`src/rtl/bcd_press_counter_pkg.sv`:
```
// Shared types and constants for the BCD press counter slice.
package bcd_press_counter_pkg;

  localparam int unsigned DIGIT_W  = 4;
  localparam logic [3:0]  BCD_ZERO = 4'd0;
  localparam logic [3:0]  BCD_NINE = 4'd9;

  // One-bit FSM encoding: RUN=0, FROZEN=1.
  typedef enum logic {
    ST_RUN    = 1'b0,
    ST_FROZEN = 1'b1
  } state_e;

  // Next value of a single BCD digit for one increment or decrement step.
  // Out-of-range codes are folded back into 0..9 so a digit can never stick at A..F.
  function automatic logic [3:0] bcd_step(input logic [3:0] d,
                                          input logic       inc,
                                          input logic       dec);
    logic [3:0] r;
    r = d;
    if (inc) begin
      r = (d >= BCD_NINE) ? BCD_ZERO : 4'(d + 4'd1);
    end else if (dec) begin
      r = ((d == BCD_ZERO) || (d > BCD_NINE)) ? BCD_NINE : 4'(d - 4'd1);
    end
    return r;
  endfunction

endpackage

```
`src/rtl/bcd_press_counter_if.sv`:
```
// Press-pulse inputs and display-side outputs of the BCD press counter.
interface bcd_press_counter_if
  import bcd_press_counter_pkg::*;
#(
  parameter int unsigned DIGITS = 4
);

  localparam int unsigned CW = DIGIT_W * DIGITS;

  logic          up_pulse;
  logic          down_pulse;
  logic          clr_pulse;
  logic          frz_pulse;
  logic [CW-1:0] count;
  logic          frozen;
  logic          wrap_evt;
  logic          at_zero;
  logic          at_max;

  // Debounce/producer side.
  modport master (
    output up_pulse, down_pulse, clr_pulse, frz_pulse,
    input  count, frozen, wrap_evt, at_zero, at_max
  );

  // Counter side.
  modport slave (
    input  up_pulse, down_pulse, clr_pulse, frz_pulse,
    output count, frozen, wrap_evt, at_zero, at_max
  );

endinterface

```
`src/rtl/bcd_press_counter_bcd_digit.sv`:
```
// One BCD digit: combinational next-value logic plus 9/0 flags for the chain.
module bcd_digit
  import bcd_press_counter_pkg::*;
(
  input  logic [3:0] cur,
  input  logic       inc,
  input  logic       dec,
  input  logic       en,
  output logic [3:0] nxt,
  output logic       is9,
  output logic       is0
);

  assign is9 = (cur == BCD_NINE);
  assign is0 = (cur == BCD_ZERO);

  // Step only when every lower digit is rolling over (en from the chain).
  always_comb begin
    nxt = cur;
    if (en) begin
      nxt = bcd_step(cur, inc, dec);
    end
  end

endmodule

```
`src/rtl/bcd_press_counter.sv`:
```
// Counts debounced up/down/clear/freeze pulses into a packed BCD value.
module bcd_press_counter
  import bcd_press_counter_pkg::*;
#(
  parameter int unsigned DIGITS = 4,
  parameter bit          WRAP   = 1'b1
)(
  input  logic                Clk190,
  input  logic                Reset,
  bcd_press_counter_if.slave  bus
);

  localparam int unsigned CW = DIGIT_W * DIGITS;

  state_e             state_q;
  state_e             state_n;
  logic [CW-1:0]      count_q;
  logic [CW-1:0]      count_n;
  logic [CW-1:0]      step_cnt;
  logic               wrap_q;
  logic               wrap_n;
  logic               op_inc;
  logic               op_dec;
  logic               op_clr;
  logic [DIGITS-1:0]  is9;
  logic [DIGITS-1:0]  is0;
  logic [DIGITS-1:0]  inc_en;
  logic [DIGITS-1:0]  dec_en;
  logic               at_max_c;
  logic               at_zero_c;

  assign at_max_c  = &is9;
  assign at_zero_c = &is0;

  // Digit array with carry/borrow enables formed as the AND of all lower flags.
  for (genvar k = 0; k < int'(DIGITS); k++) begin : g_digit
    if (k == 0) begin : g_lsd
      assign inc_en[k] = 1'b1;
      assign dec_en[k] = 1'b1;
    end else begin : g_upper
      assign inc_en[k] = &is9[k-1:0];
      assign dec_en[k] = &is0[k-1:0];
    end

    bcd_digit u_digit (
      .cur (count_q[DIGIT_W*k +: DIGIT_W]),
      .inc (op_inc),
      .dec (op_dec),
      .en  (op_inc ? inc_en[k] : dec_en[k]),
      .nxt (step_cnt[DIGIT_W*k +: DIGIT_W]),
      .is9 (is9[k]),
      .is0 (is0[k])
    );
  end

  // Priority decode: clear, then freeze toggle, then RUN-only up/down.
  always_comb begin
    state_n = state_q;
    op_inc  = 1'b0;
    op_dec  = 1'b0;
    op_clr  = 1'b0;
    wrap_n  = 1'b0;
    if (bus.clr_pulse) begin
      op_clr = 1'b1;
    end else if (bus.frz_pulse) begin
      state_n = (state_q == ST_RUN) ? ST_FROZEN : ST_RUN;
    end else if ((state_q == ST_RUN) && (bus.up_pulse ^ bus.down_pulse)) begin
      if (bus.up_pulse) begin
        // All-nines naturally rolls to zero through the carry chain.
        wrap_n = at_max_c;
        op_inc = at_max_c ? WRAP : 1'b1;
      end else begin
        // All-zeros naturally rolls to all-nines through the borrow chain.
        wrap_n = at_zero_c;
        op_dec = at_zero_c ? WRAP : 1'b1;
      end
    end
  end

  // Next count: clear wins, otherwise take the stepped digits when stepping.
  always_comb begin
    count_n = count_q;
    if (op_clr) begin
      count_n = '0;
    end else if (op_inc || op_dec) begin
      count_n = step_cnt;
    end
  end

  // State, count and boundary-event registers.
  always_ff @(posedge Clk190 or posedge Reset) begin
    if (Reset) begin
      state_q <= ST_RUN;
      count_q <= '0;
      wrap_q  <= 1'b0;
    end else begin
      state_q <= state_n;
      count_q <= count_n;
      wrap_q  <= wrap_n;
    end
  end

  assign bus.count    = count_q;
  assign bus.frozen   = (state_q == ST_FROZEN);
  assign bus.wrap_evt = wrap_q;
  assign bus.at_zero  = at_zero_c;
  assign bus.at_max   = at_max_c;

endmodule

```
`src/flat_wrapper.sv`:
```
// flat-port wrapper written by rule: the top's interface ports become plain ports
module bcd_press_counter_flat import bcd_press_counter_pkg::*;
#(
  parameter int unsigned DIGITS = 4,
  parameter bit          WRAP   = 1'b1
)
  (Clk190, Reset, bus_up_pulse, bus_down_pulse, bus_clr_pulse, bus_frz_pulse, bus_count, bus_frozen, bus_wrap_evt, bus_at_zero, bus_at_max);
  bcd_press_counter_if #(.DIGITS(DIGITS)) bus_i ();
  input  logic Clk190;
  input  logic Reset;
  input wire logic [$bits(bus_i.up_pulse)-1:0] bus_up_pulse;
  input wire logic [$bits(bus_i.down_pulse)-1:0] bus_down_pulse;
  input wire logic [$bits(bus_i.clr_pulse)-1:0] bus_clr_pulse;
  input wire logic [$bits(bus_i.frz_pulse)-1:0] bus_frz_pulse;
  output wire logic [$bits(bus_i.count)-1:0] bus_count;
  output wire logic [$bits(bus_i.frozen)-1:0] bus_frozen;
  output wire logic [$bits(bus_i.wrap_evt)-1:0] bus_wrap_evt;
  output wire logic [$bits(bus_i.at_zero)-1:0] bus_at_zero;
  output wire logic [$bits(bus_i.at_max)-1:0] bus_at_max;
  assign bus_i.up_pulse = bus_up_pulse;
  assign bus_i.down_pulse = bus_down_pulse;
  assign bus_i.clr_pulse = bus_clr_pulse;
  assign bus_i.frz_pulse = bus_frz_pulse;
  assign bus_count = bus_i.count;
  assign bus_frozen = bus_i.frozen;
  assign bus_wrap_evt = bus_i.wrap_evt;
  assign bus_at_zero = bus_i.at_zero;
  assign bus_at_max = bus_i.at_max;
  bcd_press_counter #(.DIGITS(DIGITS), .WRAP(WRAP)) u_core (.Clk190(Clk190), .Reset(Reset), .bus(bus_i));
endmodule
```
`config.mk`:
```
export PLATFORM = sky130hd
export DESIGN_NAME = bcd_press_counter_flat
export DESIGN_NICKNAME = d
export VERILOG_FILES = /design/src/rtl/bcd_press_counter_pkg.sv /design/src/rtl/bcd_press_counter_if.sv /design/src/rtl/bcd_press_counter_bcd_digit.sv /design/src/rtl/bcd_press_counter.sv /design/src/flat_wrapper.sv
export SDC_FILE = /design/constraint.sdc
export NUM_CORES = 1
export LEC_CHECK = 0
export CAP_MARGIN = 20
export CORE_MARGIN = 4
export CORE_UTILIZATION = 59
export CTS_BUF_LIST = sky130_fd_sc_hd__clkbuf_16
export CTS_CLUSTER_DIAMETER = 200
export DETAILED_ROUTE_END_ITERATION = 10
export PLACE_DENSITY_LB_ADDON = 0.08
export SLEW_MARGIN = 5
export SYNTH_ARGS = -nofsm -noshare
export SYNTH_HDL_FRONTEND = slang
export SYNTH_SLANG_ARGS = --single-unit
```
`constraint.sdc`:
```
create_clock -name Clk190 -period 4.3 [get_ports Clk190]
set_clock_uncertainty 0.05 [all_clocks]
set_input_delay 0.86 -clock Clk190 [delete_from_list [all_inputs] [get_ports Clk190]]
set_output_delay 0.86 -clock Clk190 [all_outputs]
set_load 0.01 [all_outputs]
```
==> impl_metrics.env, run 1 <==
export IMPL_outcome="finished clean"
export IMPL_rr_worst_depth=7
export IMPL_grt_pass1_vias=1802
export IMPL_dr_wl_met3_um=241
export IMPL_seqPwrFrac_pct=27.8
export IMPL_grt_setup_unrepaired="false"
export IMPL_cpPeakStageDelay_ps=590
export IMPL_cts_hold_fix_buffers=0
export IMPL_layout_commonest_cell="clkdlybuf4s50_1"
export IMPL_clockRootBuffer="clkbuf_16"
export IMPL_drtIter0Drc=151
export IMPL_drt_met1_wl_um=2020
export IMPL_cts_tree="yes"
export IMPL_ys_warnings_count=0
export IMPL_cts_buffers=3
export IMPL_hold_viol=0
export IMPL_place_congestion=0.885
export IMPL_syn_area_um2=1760
export IMPL_synth_avg_cell_area_um2=7.91
export IMPL_switching_share_pct=44.5
export IMPL_cp_required_ps=3390
export IMPL_path_clk_slew_ps=50
export IMPL_grt_max_degree=19
export IMPL_core_region_area_um2=2810
export IMPL_io_buffer_count=25
export IMPL_antenna_cells=0
export IMPL_via_per_inst=6.64
export IMPL_drive_above_1_share_pct=5.81
export IMPL_totalWireLength_um=4660
export IMPL_p_int_uw=602
export IMPL_synth_edf_count=0
export IMPL_fill_cells=222
export IMPL_powerDensity_nw_per_um2=519
export IMPL_netlist_top_cell_by_area="dfrtp_1"
export IMPL_synth_top_area_share_pct=25.5
export IMPL_ant_nets=0
export IMPL_setup_violations_final=0
export IMPL_maxCapViolCount=0
export IMPL_fin_nets=263
export IMPL_grt_pass1_wl_um=8200
export IMPL_finalPower_uw=1080
export IMPL_hold_path_class="register to register"
export IMPL_antenna_found_initial=0
export IMPL_top_layer="met4"
export IMPL_die_y_um=62.7
export IMPL_slowest_stage="clkdlybuf4s50_1"
export IMPL_p_switching_uw=482
export IMPL_slew_viol_final=0
export IMPL_p_clk_share_pct=17.7
export IMPL_start_util_pct=62.9
export IMPL_area_growth_pct=18.3
export IMPL_ir_drop_mv=0.351
export IMPL_grtUsageTotal_pct=25.1
export IMPL_netlist_instances=223
export IMPL_cp_data_arrival_time_ps=2640
export IMPL_firstDrtPassIters=4
export IMPL_fin_util_pct=74.4
export IMPL_fin_tns_setup_ps=0
export IMPL_cts_buffer_depth=2
export IMPL_ys_seq_area_share_pct=25.5
export IMPL_rows=19
export IMPL_synth_nets=243
export IMPL_critPathMaxFanout=5
export IMPL_grt_overflow=0
export IMPL_fp_dieW_um=62.7
export IMPL_drc=0
export IMPL_dieArea_um2=3930
export IMPL_cts_resized=0
export IMPL_vias=1806
export IMPL_clkLatencyLatePin_ps=250
export IMPL_tightestPinTransition_ps=731
export IMPL_postSynth_asyncResetShare_pct=100
export IMPL_p_comb_share_pct=54.5
export IMPL_wl_per_cell_um=17.1
export IMPL_dr_wl_met2_um=2300
export IMPL_synth_flop_cell="dfrtp_1"
export IMPL_endpoint_kind="output pin"
export IMPL_dp_final_hpwl_um=3430
export IMPL_synthTopCellsByArea="dfrtp_1 26%, ha_1 9.9%, o21ai_0 4.8%, nand2_1 4.7%, a21oi_1 4.3%"
export IMPL_fin_crit_sh_pct=82.7
export IMPL_post_cts_setup_buffer_count=0
export IMPL_crit_path_start_kind="register"
export IMPL_power_leakage_uw=0.000842
export IMPL_max_freq_mhz=281
export IMPL_crit_type="register to output pin"
export IMPL_max_slew_margin_pct=51.2
export IMPL_ys_seq_elements=18
export IMPL_htree_levels=1
export IMPL_numClockSinks=18
export IMPL_fin_crit_ps=3550
export IMPL_final_cell_mix="25 x clkdlybuf4s50_1, 22 x nand2_1, 18 x inv_1, 18 x dfrtp_1, 17 x o21ai_0"
export IMPL_num_io_pins=26
export IMPL_whs_path_depth=1
export IMPL_crit_chain="inv_1 -> ha_1 -> nand4b_1 -> or4_1 -> nor3_1 -> clkdlybuf4s50_1"
export IMPL_ys_types=55
[final cells by class]
| class | count | area (um^2) | share of cell area (%) |
|---|---|---|---|
| Inverter | 18 | 67.6 | 3.24 |
| Sequential cell | 18 | 450 | 21.6 |
| Clock buffer | 3 | 75.1 | 3.60 |
| Multi-Input combinational cell | 175 | 1190 | 57.0 |
| Tap cell | 31 | 38.8 | 1.86 |
| Timing Repair Buffer | 27 | 265 | 12.7 |
[through the flow]
step | hold slack (ps) | setup slack (ps) | instances | cell area (um^2)
global placement | 449 | 980 | 269 | 2010
CTS | 474 | 751 | 272 | 2090
detailed placement | 467 | 909 | 269 | 2010
finish | 477 | 745 | 272 | 2090
global route | 521 | 588 | 272 | 2090
floorplan | 487 | 1620 | 223 | 1760
[registers in the layout, summed over array words and instances (netlist names)]
name / cells
u_core.bus.count: 16
u_core.bus.wrap_evt: 1
u_core.bus.frozen: 1
[Yosys cell counts (3+ instances only)]
cell	instances
nand3_1	6
a31oi_1	6
mux2i_1	3
nand2b_1	3
nor2_1	10
xor2_1	3
nor2b_1	3
o21bai_1	3
o22ai_1	3
nor3b_1	6
nor3_1	6
o21ai_0	17
dfrtp_1	18
ha_1	14
nand4_1	5
o31ai_1	4
inv_1	18
nand3b_1	3
o211ai_1	5
buf_2	3
a21oi_1	15
nand2_1	22
clkbuf_1	8
[critical path, delay by kind of cell, from the launching register on]
kind                       cells  cell delay (ps)
adders and majority gates      1              260
buffers and inverters          2              720
DFF                            1              410
and+or+nand+nor                3              990
[routing by layer]
metal  GRT usage, %  vias to the layer above
li1               -                      853
met1           31.6                      877
met2           41.9                       65
met3           2.52                       11
met4           13.5                        0
met5              0                        -
[logic make-up (layout without fill, tap and decap cells)]
logic type / Yosys count / count (layout) / share of synthesized area [%]
AND/OR/NAND/NOR: 78 / 78 / 24.2
multiplexers: 3 / 3 / 1.70
flip-flops: 18 / 18 / 25.5
buffers and inverters: 30 / 48 / 7.02
adder cells (fa/ha/maj): 14 / 14 / 9.93
AO/OA/AOI/OAI: 75 / 75 / 29.2
XOR/XNOR: 5 / 5 / 2.48
[worst paths after layout]
path / startpoint / endpoint / slack, ps
worst max-delay path: u_core.bus.count[1]$_DFFE_PP0P_ / bus_at_max / 750
worst min-delay path: u_core.bus.frozen$_DFFE_PP0P_ / u_core.bus.frozen$_DFFE_PP0P_ / 480
worst max register to register: u_core.bus.count[4]$_DFFE_PP0P_ / u_core.bus.count[15]$_DFFE_PP0P_ / 1800
worst min register to register: u_core.bus.frozen$_DFFE_PP0P_ / u_core.bus.frozen$_DFFE_PP0P_ / 480
max in group asynchronous: Reset / u_core.bus.count[8]$_DFFE_PP0P_ / 2760
min in group asynchronous: Reset / u_core.bus.count[6]$_DFFE_PP0P_ / 980
[power groups by stage]
stage	Combinational, uW	Sequential [uW]	Clock (uW)
3_3_place_gp	560	298	0
6_report	591	302	192
5_1_grt	652	317	201
4_1_cts	587	299	193
3_5_place_dp	583	302	0
2_1_floorplan	415	280	0
No activity file was read; power rests on OpenSTA's default activity.
==> inputs of run 2 (changes only) <==
--- a/config.mk
+++ b/config.mk
@@ -7,7 +7,7 @@
 export LEC_CHECK = 0
 export CAP_MARGIN = 20
 export CORE_MARGIN = 4
-export CORE_UTILIZATION = 59
+export CORE_UTILIZATION = 49
 export CTS_BUF_LIST = sky130_fd_sc_hd__clkbuf_16
 export CTS_CLUSTER_DIAMETER = 200
 export DETAILED_ROUTE_END_ITERATION = 10
==> constraint.sdc (replaced) <==
create_clock -name Clk190 -period 2.9 [get_ports Clk190]
set_clock_uncertainty 0.05 [all_clocks]
set_input_delay 0.58 -clock Clk190 [delete_from_list [all_inputs] [get_ports Clk190]]
set_output_delay 0.58 -clock Clk190 [all_outputs]
set_load 0.01 [all_outputs]
==> impl_metrics.env, run 2 (same netlist as run 1, synthesis figures left out) <==
export IMPL_fp_dieW_um=68.0
export IMPL_max_slew_margin_pct=51.0
export IMPL_fin_tns_setup_ps=0
export IMPL_dp_final_hpwl_um=3630
export IMPL_whs_path_depth=1
export IMPL_drc=0
export IMPL_cp_required_ps=2270
export IMPL_start_util_pct=51.6
export IMPL_grt_max_degree=22
export IMPL_place_congestion=0.937
export IMPL_tightestPinTransition_ps=734
export IMPL_outcome="finished clean"
export IMPL_fin_crit_ps=2700
export IMPL_dpl_cell_area_um2=2250
export IMPL_grt_overflow=0
export IMPL_slew_viol_final=0
export IMPL_rr_worst_depth=8
export IMPL_final_cell_area_um2=2320
export IMPL_grt_pass1_vias=1763
export IMPL_vias=1896
export IMPL_grtUsageTotal_pct=23.2
export IMPL_clkLatencyLatePin_ps=250
export IMPL_crit_type="register to output pin"
export IMPL_final_cell_mix="28 x buf_4, 23 x clkdlybuf4s50_1, 22 x nand2_1"
export IMPL_htree_levels=1
export IMPL_maxCapViolCount=0
export IMPL_cts_buffers=3
export IMPL_hold_path_class="register to register"
export IMPL_wl_per_cell_um=15.5
export IMPL_use_met3_pct=3.45
export IMPL_critPathMaxFanout=3
export IMPL_largest_reg_flops=16
export IMPL_p_switching_uw=732
export IMPL_totalWireLength_um=4870
export IMPL_antenna_cells=0
export IMPL_cpPeakStageDelay_ps=550
export IMPL_cts_buffer_depth=2
export IMPL_p_clk_share_pct=16.5
export IMPL_seq_area_um2=450
export IMPL_core_region_area_um2=3420
export IMPL_switching_share_pct=42.5
export IMPL_multi_input_area_um2=1190
export IMPL_fin_nets=290
export IMPL_crit_path_start_kind="register"
export IMPL_grt_pass1_wl_um=8260
export IMPL_setup_violations_final=0
export IMPL_drtIter0Drc=187
export IMPL_rows=21
export IMPL_ant_nets=0
export IMPL_cp_data_arrival_time_ps=2070
export IMPL_crit_chain="inv_1 -> ha_1 -> nand4b_1 -> or4_1 -> nor3_2 -> dlygate4sd2_1"
export IMPL_cts_tree="yes"
export IMPL_die_y_um=68.0
export IMPL_finalPower_uw=1720
export IMPL_clockRootBuffer="clkbuf_16"
export IMPL_layout_commonest_cell="buf_4"
export IMPL_path_clk_slew_ps=60
export IMPL_numClockSinks=18
export IMPL_fill_cells=285
export IMPL_firstDrtPassIters=5
export IMPL_num_io_pins=26
export IMPL_area_growth_pct=31.7
export IMPL_r2r_start="u_core.bus.count[5]$_DFFE_PP0P_"
export IMPL_reg2reg_slack_ps=520
export IMPL_hold_viol=0
export IMPL_slowest_stage="or4_1"
export IMPL_antenna_found_initial=0
export IMPL_max_freq_mhz=370
export IMPL_p_int_uw=989
export IMPL_via_per_inst=6.04
export IMPL_grt_setup_unrepaired="false"
export IMPL_endpoint_kind="output pin"
export IMPL_fin_crit_sh_pct=93.2
export IMPL_grt_most_used_layer="met2"
export IMPL_grt_util_met1_pct=30.8
export IMPL_dieArea_um2=4620
export IMPL_seqPwrFrac_pct=23.2
export IMPL_grt_util_met2_pct=39.4
export IMPL_power_leakage_uw=0.000988
export IMPL_ir_drop_mv=0.507
export IMPL_holdPathEnd="u_core.bus.frozen$_DFFE_PP0P_"
export IMPL_p_comb_share_pct=60.3
export IMPL_io_buffer_count=25
export IMPL_post_cts_setup_buffer_count=0
export IMPL_hold_path_startpoint="u_core.bus.frozen$_DFFE_PP0P_"
export IMPL_r2r_end="u_core.bus.count[12]$_DFFE_PP0P_"
export IMPL_powerDensity_nw_per_um2=741
export IMPL_whs_ps=476
export IMPL_drive_above_1_share_pct=15.7
run 2: worst max path at each step:
stage / from / cells past startpoint / endpoint
global placement: u_core.bus.count[5]$_DFFE_PP0P_ / 6 / bus_at_max
detailed placement: bus_down_pulse / 6 / u_core.bus.count[10]$_DFFE_PP0P_
global route: u_core.bus.count[5]$_DFFE_PP0P_ / 6 / bus_at_max
finish: u_core.bus.count[5]$_DFFE_PP0P_ / 6 / bus_at_max
floorplan: u_core.bus.count[1]$_DFFE_PP0P_ / 5 / bus_at_max
CTS: u_core.bus.count[5]$_DFFE_PP0P_ / 6 / bus_at_max
run 2: cell type report:
type	instances	share of cell area, %
Clock buffer	3	3.23
Inverter	18	2.91
Multi-Input combinational cell	175	51.4
Sequential cell	18	19.4
Tap cell	46	2.48
Timing Repair Buffer	54	20.6
run 2: critical path: cells and delay by family, from the launching register on:
kind / cells / cell delay (ps)
simple gates: 3 / 910
fa+ha+maj: 1 / 180
buf+inv: 2 / 360
flops: 1 / 370
run 2: power groups by stage:
stage,logic [uW],clock network [uW],registers [uW]
4_1_cts,1030,288,400
3_3_place_gp,1000,0,399
5_1_grt,1150,297,416
2_1_floorplan,615,0,415
3_5_place_dp,1030,0,403
6_report,1040,284,400
run 2: metrics by stage:
stage                     worst slack, ps  std cells  util, %
after CTS                             199        314     68.0
after global placement                163        311     65.8
after global routing                 76.0        314     68.0
after floorplan                       499        223        -
final                                 199        314     68.0
after detailed placement              152        311     65.8
run 2: timing repair:
item	CTS	global route
hold buffers	0	0
setup endpoints to repair	2	0
gates resized for setup	3	0
run 2: metal layers:
layer,up-vias,part of all wire (%),routed length (um)
li1,918,-,-
met1,880,45,2170
met2,88,48,2310
met3,10,6.7,325
met4,0,1.2,59
met5,-,0,0
